<file path="src/rtl/fpu_div.sv">
// fpu_div: iterative IEEE754 single-precision divider (restoring radix-2) behind valid/ready.
// Define FPU_DIV_RNE_EN for round-to-nearest-even; the default build truncates.
module fpu_div #(
    parameter int STEPS_PER_CYCLE = 1
) (
    input  logic        clk,
    input  logic        rst_n,
    input  logic        in_valid,
    output logic        in_ready,
    input  logic [31:0] operand_a,
    input  logic [31:0] operand_b,
    output logic        out_valid,
    input  logic        out_ready,
    output logic [31:0] result
);
    typedef struct packed {
        logic        sign;
        logic [7:0]  exponent;
        logic [22:0] fraction;
    } float_t;
    typedef enum logic [1:0] {IDLE, DIVIDE, NORM, DONE} state_t;
    state_t state, state_n;
    float_t a, b;
    logic sign, s_in, accept, special, nan, a_zero, b_zero, a_inf, b_inf, ge, guard, sticky;
    logic signed [9:0] exp, e_n;
    logic [23:0] mb;
    logic [24:0] rem, rem_n;
    logic [25:0] q, q_n;
    logic [4:0] cnt, cnt_n;
    logic [22:0] mant;
    logic [31:0] special_res, norm_res;
    assign a = operand_a;
    assign b = operand_b;
    assign in_ready = state == IDLE;
    assign out_valid = state == DONE;
    assign accept = in_valid & in_ready;
    assign s_in = a.sign ^ b.sign;
    // exponent 0 flushes denormals to zero; exponent 255 is inf or NaN
    assign a_zero = a.exponent == 8'd0;
    assign b_zero = b.exponent == 8'd0;
    assign a_inf = &a.exponent & (a.fraction == 23'd0);
    assign b_inf = &b.exponent & (b.fraction == 23'd0);
    assign nan = (&a.exponent & !a_inf) | (&b.exponent & !b_inf) | (a_zero & b_zero) | (a_inf & b_inf);
    assign special = a_zero | b_zero | &a.exponent | &b.exponent;
    assign special_res = nan ? 32'h7FC00000 : (b_zero | a_inf) ? {s_in, 8'hFF, 23'd0} : {s_in, 31'd0};
    assign cnt_n = cnt + 5'(STEPS_PER_CYCLE);
    always_ff @(posedge clk or negedge rst_n) begin
        if (!rst_n) state <= IDLE;
        else state <= state_n;
    end
    always_comb begin
        state_n = state;
        unique case (state)
            IDLE:   state_n = accept ? (special ? DONE : DIVIDE) : IDLE;
            DIVIDE: state_n = cnt_n == 5'd26 ? NORM : DIVIDE;
            NORM:   state_n = DONE;
            DONE:   state_n = out_ready ? IDLE : DONE;
        endcase
    end
    always_comb begin
        rem_n = rem;
        q_n = q;
        ge = 1'b0;
        for (int i = 0; i < STEPS_PER_CYCLE; i++) begin
            ge = rem_n >= {1'b0, mb};
            rem_n = (ge ? rem_n - {1'b0, mb} : rem_n) << 1;
            q_n = {q_n[24:0], ge};
        end
    end
`ifdef FPU_DIV_RNE_EN
    logic carry;
`else
    logic unused_round;
    assign unused_round = guard | sticky;
`endif
    // q[25] set means the mantissa ratio was >= 1, otherwise shift left one and borrow from exp
    always_comb begin
        mant = q[25] ? q[24:2] : q[23:1];
        guard = q[25] ? q[1] : q[0];
        sticky = (q[25] & q[0]) | (rem != 25'd0);
        e_n = q[25] ? exp : exp - 10'sd1;
`ifdef FPU_DIV_RNE_EN
        {carry, mant} = {1'b0, mant} + 24'(guard & (sticky | mant[0]));
        e_n = carry ? e_n + 10'sd1 : e_n;
`endif
        norm_res = e_n >= 10'sd255 ? {sign, 8'hFF, 23'd0} :
                   e_n <= 10'sd0   ? {sign, 31'd0} : {sign, e_n[7:0], mant};
    end
    always_ff @(posedge clk or negedge rst_n) begin
        if (!rst_n) begin
            sign <= 1'b0;
            exp <= '0;
            mb <= '0;
            rem <= '0;
            q <= '0;
            cnt <= '0;
            result <= '0;
        end else begin
            if (accept) begin
                sign <= s_in;
                exp <= 10'({2'b0, a.exponent}) - 10'({2'b0, b.exponent}) + 10'sd127;
                mb <= {1'b1, b.fraction};
                rem <= {2'b01, a.fraction};
                q <= '0;
                cnt <= '0;
                if (special) result <= special_res;
            end
            if (state == DIVIDE) begin
                rem <= rem_n;
                q <= q_n;
                cnt <= cnt_n;
            end
            if (state == NORM) result <= norm_res;
        end
    end
endmodule
</file>
<file path="config.mk">
export PLATFORM = sky130hd
export DESIGN_NAME = fpu_div
export DESIGN_NICKNAME = d
export VERILOG_FILES = /design/src/rtl/fpu_div.sv
export SDC_FILE = /design/constraint.sdc
export NUM_CORES = 1
export LEC_CHECK = 0
export CAP_MARGIN = 30
export CORE_UTILIZATION = 45
export DETAILED_ROUTE_END_ITERATION = 10
export DONT_BUFFER_PORTS = 1
export SYNTH_ARGS = -nofsm -noshare
export SYNTH_HDL_FRONTEND = slang
export SYNTH_SLANG_ARGS = --single-unit
export TNS_END_PERCENT = 10
</file>
<file path="constraint.sdc">
create_clock -name clk -period 2.6 [get_ports clk]
set_input_delay 0.52 -clock clk [delete_from_list [all_inputs] [get_ports clk]]
set_output_delay 0.52 -clock clk [all_outputs]
set_load 0.005 [all_outputs]
</file>
==> results of run 1 <==
[cells in the final DEF (no fill, tap or decap), drive strengths merged, types with 8 or more instances in the layout]
| cell type | netlist | layout |
|---|---|---|
| mux2i | 26 | 26 |
| nand2b | 8 | 8 |
| nand4 | 12 | 12 |
| inv | 48 | 54 |
| nor4 | 18 | 18 |
| nor3 | 11 | 11 |
| dfrtp | 125 | 125 |
| nor2 | 41 | 41 |
| nand2 | 207 | 207 |
| o21ai | 106 | 106 |
| a21oi | 50 | 50 |
| a31oi | 9 | 9 |
| clkbuf | 33 | 18 |
| buf | 7 | 85 |
| nand3 | 18 | 18 |
| xnor2 | 32 | 32 |
| xor2 | 11 | 11 |
| a32oi | 13 | 13 |
| ha | 36 | 36 |
[cells by family after synthesis]
| logic type | after synthesis |
|---|---|
| AOI/OAI and AO/OA | 234 |
| xor gates and xnor gates | 43 |
| adders and majority gates | 38 |
| buffers and inverters | 90 |
| DFF | 125 |
| muxes | 26 |
| and+or+nand+nor | 338 |
[layout make-up]
class                           instances  area, sq um  share of cell area (%)
Clock buffer                           18          439                    4.82
Clock inverter                         14          159                    1.74
Inverter                               48          180                    1.98
Multi-Input combinational cell        679         4240                    46.6
Sequential cell                       125         3130                    34.3
Tap cell                              220          275                    3.02
Timing Repair Buffer                   85          683                    7.50
[sequential cells by signal, summed over array words and instances, names as in the netlist]
name,flops
rem,25
cnt,5
mb,24
q,26
state,2
sign,1
result,32
exp,10
[metrics by stage]
stage,setup TNS [ns],setup slack [ns]
after floorplan,0,0.00223
after detailed placement,-0.523,-0.0712
after global placement,-0.0637,-0.0556
after CTS,0,0.00369
after global routing,-3.54,-0.179
final,-1.35,-0.0817
[worst min-delay path by stage]
stage                     startpoint    endpoint  cells after the start
after floorplan                rst_n      cnt[0]                      0
after global placement         rst_n      exp[7]                      0
after detailed placement       rst_n  result[27]                      0
after CTS                      rst_n  result[27]                      0
after global routing           rst_n      exp[7]                      0
final                          rst_n      exp[9]                      0
[per-layer routing]
layer	wire [um]	up-vias
li1	-	3230
met1	9040	3013
met2	8810	136
met3	938	18
met4	233	0
met5	0	-
[power groups by stage]
| stage | combinational (uW) | sequential [uW] | clock (uW) |
|---|---|---|---|
| after global placement | 7250 | 3600 | 0 |
| after CTS | 7380 | 3600 | 2460 |
| after floorplan | 5180 | 3460 | 0 |
| after detailed placement | 7260 | 3630 | 0 |
| after global routing | 8700 | 3740 | 2540 |
| final | 7760 | 3610 | 2430 |
[repair_timing]
action                     4_1_cts  5_1_grt
hold endpoints to repair       125      125
buffers inserted                 0        4
gates cloned                     1        0
setup endpoints to repair       25       48
gates resized for setup          5       25
pin swaps                        2       28
==> metrics.yaml, run 1 <==
status: "finished, violations left"
violations: "negative hold slack, negative setup slack"
htreeDepth: 4
syn_nets: 1000
io_buffers: 0
dpl-instance-area_sq_um: 8320
yosys.area_share.simple_pct: 19.8
rows: 47
path_class: "reg2reg"
antenna_cells: 0
fmax_ghz: 0.373
nFillCells: 1567
drc: 0
synthAdderAreaFrac_pct: 6.43
hp-class: "in2async"
grt_first_pass_wirelength_um: 31800
start_util_pct: 46.0
cap_violations: 0
p_seq_share_pct: 26.2
yosysTopAreaCellShare_pct: 41.0
overflow: 0
grt_usage_pct: 22.9
async_flop_share_pct: 100
drive_above_1_share_pct: 17.8
placed_cells: 1152
synth-xor-area-share_pct: 4.94
synthTopCellsByCount: "nand2_1, dfrtp_1, o21ai_0"
area_delta_synth_final_pct: 19.5
antenna_found_initial: 0
clk_latency_ns: 0.43
dominantRegCellSynth: "dfrtp_1"
p_switching_uw: 5780
post-dp-hpwl_um: 13400
synthDistinctLibCells: 62
period_needed_ns: 2.68
crit_path_end_kind: "register"
synth_top_family_by_area: "simple AND/OR/NAND/NOR gates"
synthCells: 894
final_antenna_net_count: 0
ys_seq_area_share_pct: 41.0
yosysTopAreaCell: "dfrtp_1"
stdcell_area_sq_um: 9110
path_max_fanout: 5
use_met1_pct: 30.3
clockRootBuffer: "clkbuf_16"
avgRoutedWirePerCell_um: 16.0
detail_route.iter0.violations: 410
slowest_delay_ns: 0.57
grt_pass1_vias: 6463
power.total_uw: 13800
coreArea_sq_um: 16600
tritoncts: "done"
cpMaxStageDelayCell: "or4_4"
r2r_end: "result[1]"
slew_violations: 0
cp-endpoint: "result[1]"
rsz0062_at_grt: "yes"
cp-start-kind: "register"
synth_mux_area_share_pct: 3.41
gp_congestion: 0.908
die_y_um: 132
yosys_warnings: 0
layoutNonFillerInstCount: 1189
io_pins: 102
top_usage_layer: "met2"
maxSlewHeadroom_pct: 57.0
synth_compound_area_share_pct: 19.1
arrival_ns: 2.99
fin_crit_sh_pct: 103
finish.utilization_pct: 54.9
setup_ws_ns: -0.0817
crit_buf_inv: 1
synth_area_leaders: "dfrtp_1, nand2_1, ha_1"
syn_avg_cell_area_sq_um: 8.53
path_clk_slew_ns: 0.06
vias_per_cell: 5.38
grt_max_degree: 126
peakVddDrop_v: 0.000706
synth.ff_latch_count: 125
worstMarginPinSlew_ns: 0.643
hold_viol: 125
grt_use_met3_pct: 5.19
crit_path_start: "exp[4]"
nNetsFinal: 1062
syn_area_sq_um: 7620
worst-r2r-cell-count: 10
synth_edf_count: 0
holdWs_ns: -0.214
power.internal_uw: 8020
cts-buffers-inserted: 17
use_met2_pct: 37.0
timing.rr.start: "exp[4]"
yosysMostFrequentCell: "nand2_1"
die_area_sq_um: 17500
rrSetupSlack_ns: -0.08
path_cells: "or4_4 > nor2b_4 > xnor2_2 > nand4b_1 > or4b_1 > a21oi_2 > nor2_2 > nand2_4 > buf_4 > o21ai_2"
combPwrFrac_pct: 56.2
leakage_uw: 0.00401
cp.depth: 10
clkPwrFrac_pct: 17.6
clk_path_buf_depth: 2
critPathRequiredTime_ns: 2.91
vias: 6397
clock-sinks: 125
crit_family: "simple AND/OR/NAND/NOR gates"
die-width_um: 132
sw_frac_of_total_pct: 41.9
final-setup-viol-count: 23
power_density_nw_per_um2: 1510
fin_skew_ns: 0.00776
first_pass_iters: 5
wirelength_um: 19000
Power figures use the tool's default switching activity.
==> inputs of run 2 (changes only) <==
CELL_PAD_IN_SITES_DETAIL_PLACEMENT = 1   (was default)
CELL_PAD_IN_SITES_GLOBAL_PLACEMENT = 1   (was default)
CORE_UTILIZATION = 38   (was 45)
DONT_BUFFER_PORTS = default   (was 1)
PLACE_DENSITY_LB_ADDON = 0.1   (was default)
RECOVER_POWER = 100   (was default)
==> run 2 against run 1 <==
  * The flow finishes with violations (negative setup slack)
  * Worst setup slack lost 0.048 ns
  * Fmax shrank 1.8%
  * Count of clock-buffer cells in the layout is the same
  * Largest power group unchanged
  * Non-clock buffer count grew 149
  * Combinational power grew 27%
  * Power grew 16%
==> metrics.yaml, run 2 (synthesized netlist as in run 1, its figures left out) <==
tritoncts: "done"
io_pins: 102
reg_top3: "result: 32 flops, q: 26 flops, rem: 25 flops"
hp-class: "in2async"
period_needed_ns: 2.73
die_area_sq_um: 20600
drc: 0
start_util_pct: 38.9
peakVddDrop_v: 0.000604
final_antenna_net_count: 0
stdcell_area_sq_um: 10900
area_delta_synth_final_pct: 42.6
avgRoutedWirePerCell_um: 17.8
critPathRequiredTime_ns: 2.88
fmax_ghz: 0.366
path_clk_slew_ns: 0.07
fin_skew_ns: 0.0110
grt_max_degree: 75
final-setup-viol-count: 17
setup_ws_ns: -0.130
grt_usage_pct: 24.2
hold_viol: 0
status: "finished, violations left"
ctsHoldBuffers: 0
nNetsFinal: 1212
die_y_um: 144
power_density_nw_per_um2: 1470
post-dp-hpwl_um: 16600
largest_reg_flops: 32
cap_violations: 0
leakage_uw: 0.00473
maxSlewHeadroom_pct: 22.7
grt_first_pass_wirelength_um: 38700
clk_latency_ns: 0.43
crit_path_end_kind: "register"
cp-start-kind: "register"
htreeDepth: 4
fin_crit_sh_pct: 105
cts-buffers-inserted: 17
die-width_um: 144
vias: 7326
slew_violations: 0
io_buffers: 101
drive_above_1_share_pct: 23.1
rsz0062_at_grt: "yes"
final_common_cell: "nand2_1"
clockRootBuffer: "clkbuf_16"
clk_path_buf_depth: 2
antenna_found_initial: 1
overflow: 0
largest_register: "result"
arrival_ns: 3.00
use_met1_pct: 30.1
path_class: "reg2reg"
dpl-instance-area_sq_um: 9690
path_max_fanout: 8
fin_setup_tns_ns: -0.678
use_met2_pct: 42.4
grt_use_met3_pct: 3.87
first_pass_iters: 4
grt_pass1_vias: 7699
dp_slack_ns: -0.598
vias_per_cell: 5.29
clock-sinks: 125
final_cell_mix: "nand2_1, dfrtp_1, buf_4, o21ai_0, clkdlybuf4s50_1"
worstMarginPinSlew_ns: 1.16
nFillCells: 2304
top_usage_layer: "met2"
wirelength_um: 24700
violations: "negative setup slack"
gp_congestion: 0.827
coreArea_sq_um: 19600
rows: 51
detail_route.iter0.violations: 315
==> run 2: changes by cell type in the layout (fill, tap and decap cells not counted), sizes merged, moves of 2 or more <==
cell,previous run,this run
clkdlybuf4s50,0,64
buf,85,122
dlygate4sd3,0,33
clkbuf,18,30
clkinvlp,4,1
dlygate4sd2,0,2
inv,54,56
==> run 2: metal layers <==
metal  share of wire (%)  vias up
li1                    -     3551
met1                  44     3616
met2                  51      124
met3                 2.9       35
met4                 2.0        0
met5                   0        -
==> run 2: final timing paths <==
kind | from | to | slack [ns] | cells after the start
setup / recovery | rem[3] | rem[3] | -0.13 | 12
hold / removal | rst_n | exp[3] | 0.31 | 1
setup reg to reg | rem[3] | rem[3] | -0.13 | 12
hold reg to reg | mb[23] | mb[23] | 0.46 | 2
max in group asynchronous | rst_n | rem[7] | 0.65 | 2
min in group clk | mb[23] | mb[23] | 0.46 | 2
==> run 2: repair_timing <==
| item | in CTS | in global routing |
|---|---|---|
| gates resized for setup | 34 | 65 |
| hold endpoints to repair | 0 | 0 |
| pin swaps | 16 | 26 |
| endpoints found under the setup margin | 57 | 59 |
| cloned | 0 | 2 |
| buffers inserted | 9 | 9 |
==> run 2: worst max-delay path: stages, from the launching register on <==
cell and delay [ns]:
dfrtp_1 0.42, ha_4 0.31, nand3_2 0.13, buf_4 0.17, nor4_4 0.27, buf_4 0.15
nand2b_1 0.09, a211oi_4 0.34, nor2_2 0.11, buf_6 0.18, buf_4 0.14, a21oi_1 0.16
a32oi_1 0.09
==> run 2: per-stage QoR <==
| step | cells | hold slack [ns] | power [uW] | util (%) |
|---|---|---|---|---|
| 2_1_floorplan | 894 | 0.224 | 8640 | - |
| 3_5_place_dp | 1332 | 0.440 | 11900 | 49.5 |
| 5_1_grt | 1385 | 0.391 | 17200 | 55.5 |
| 3_3_place_gp | 1332 | 0.436 | 11700 | 49.5 |
| 4_1_cts | 1373 | 0.122 | 15100 | 53.7 |
| 6_report | 1385 | 0.309 | 16000 | 55.5 |
==> run 2: power by group <==
group | total (uW) | leakage (uW) | switching [uW] | internal, uW
clock | 2500 | 0.000294 | 1040 | 1450
sequential | 3620 | 0.00152 | 722 | 2900
combinational | 9870 | 0.00292 | 5090 | 4780
total | 16000 | 0.00473 | 6860 | 9130
==> run 2: area by class of cell <==
cell class	count	area (sq um)	area share, %
Antenna cell	1	2.50	0.0230
Inverter	48	180	1.66
Clock buffer	18	429	3.95
Tap cell	265	332	3.05
Sequential cell	125	3130	28.8
Clock inverter	14	174	1.60
Timing Repair Buffer	234	2080	19.2
Multi-Input combinational cell	680	4540	41.8
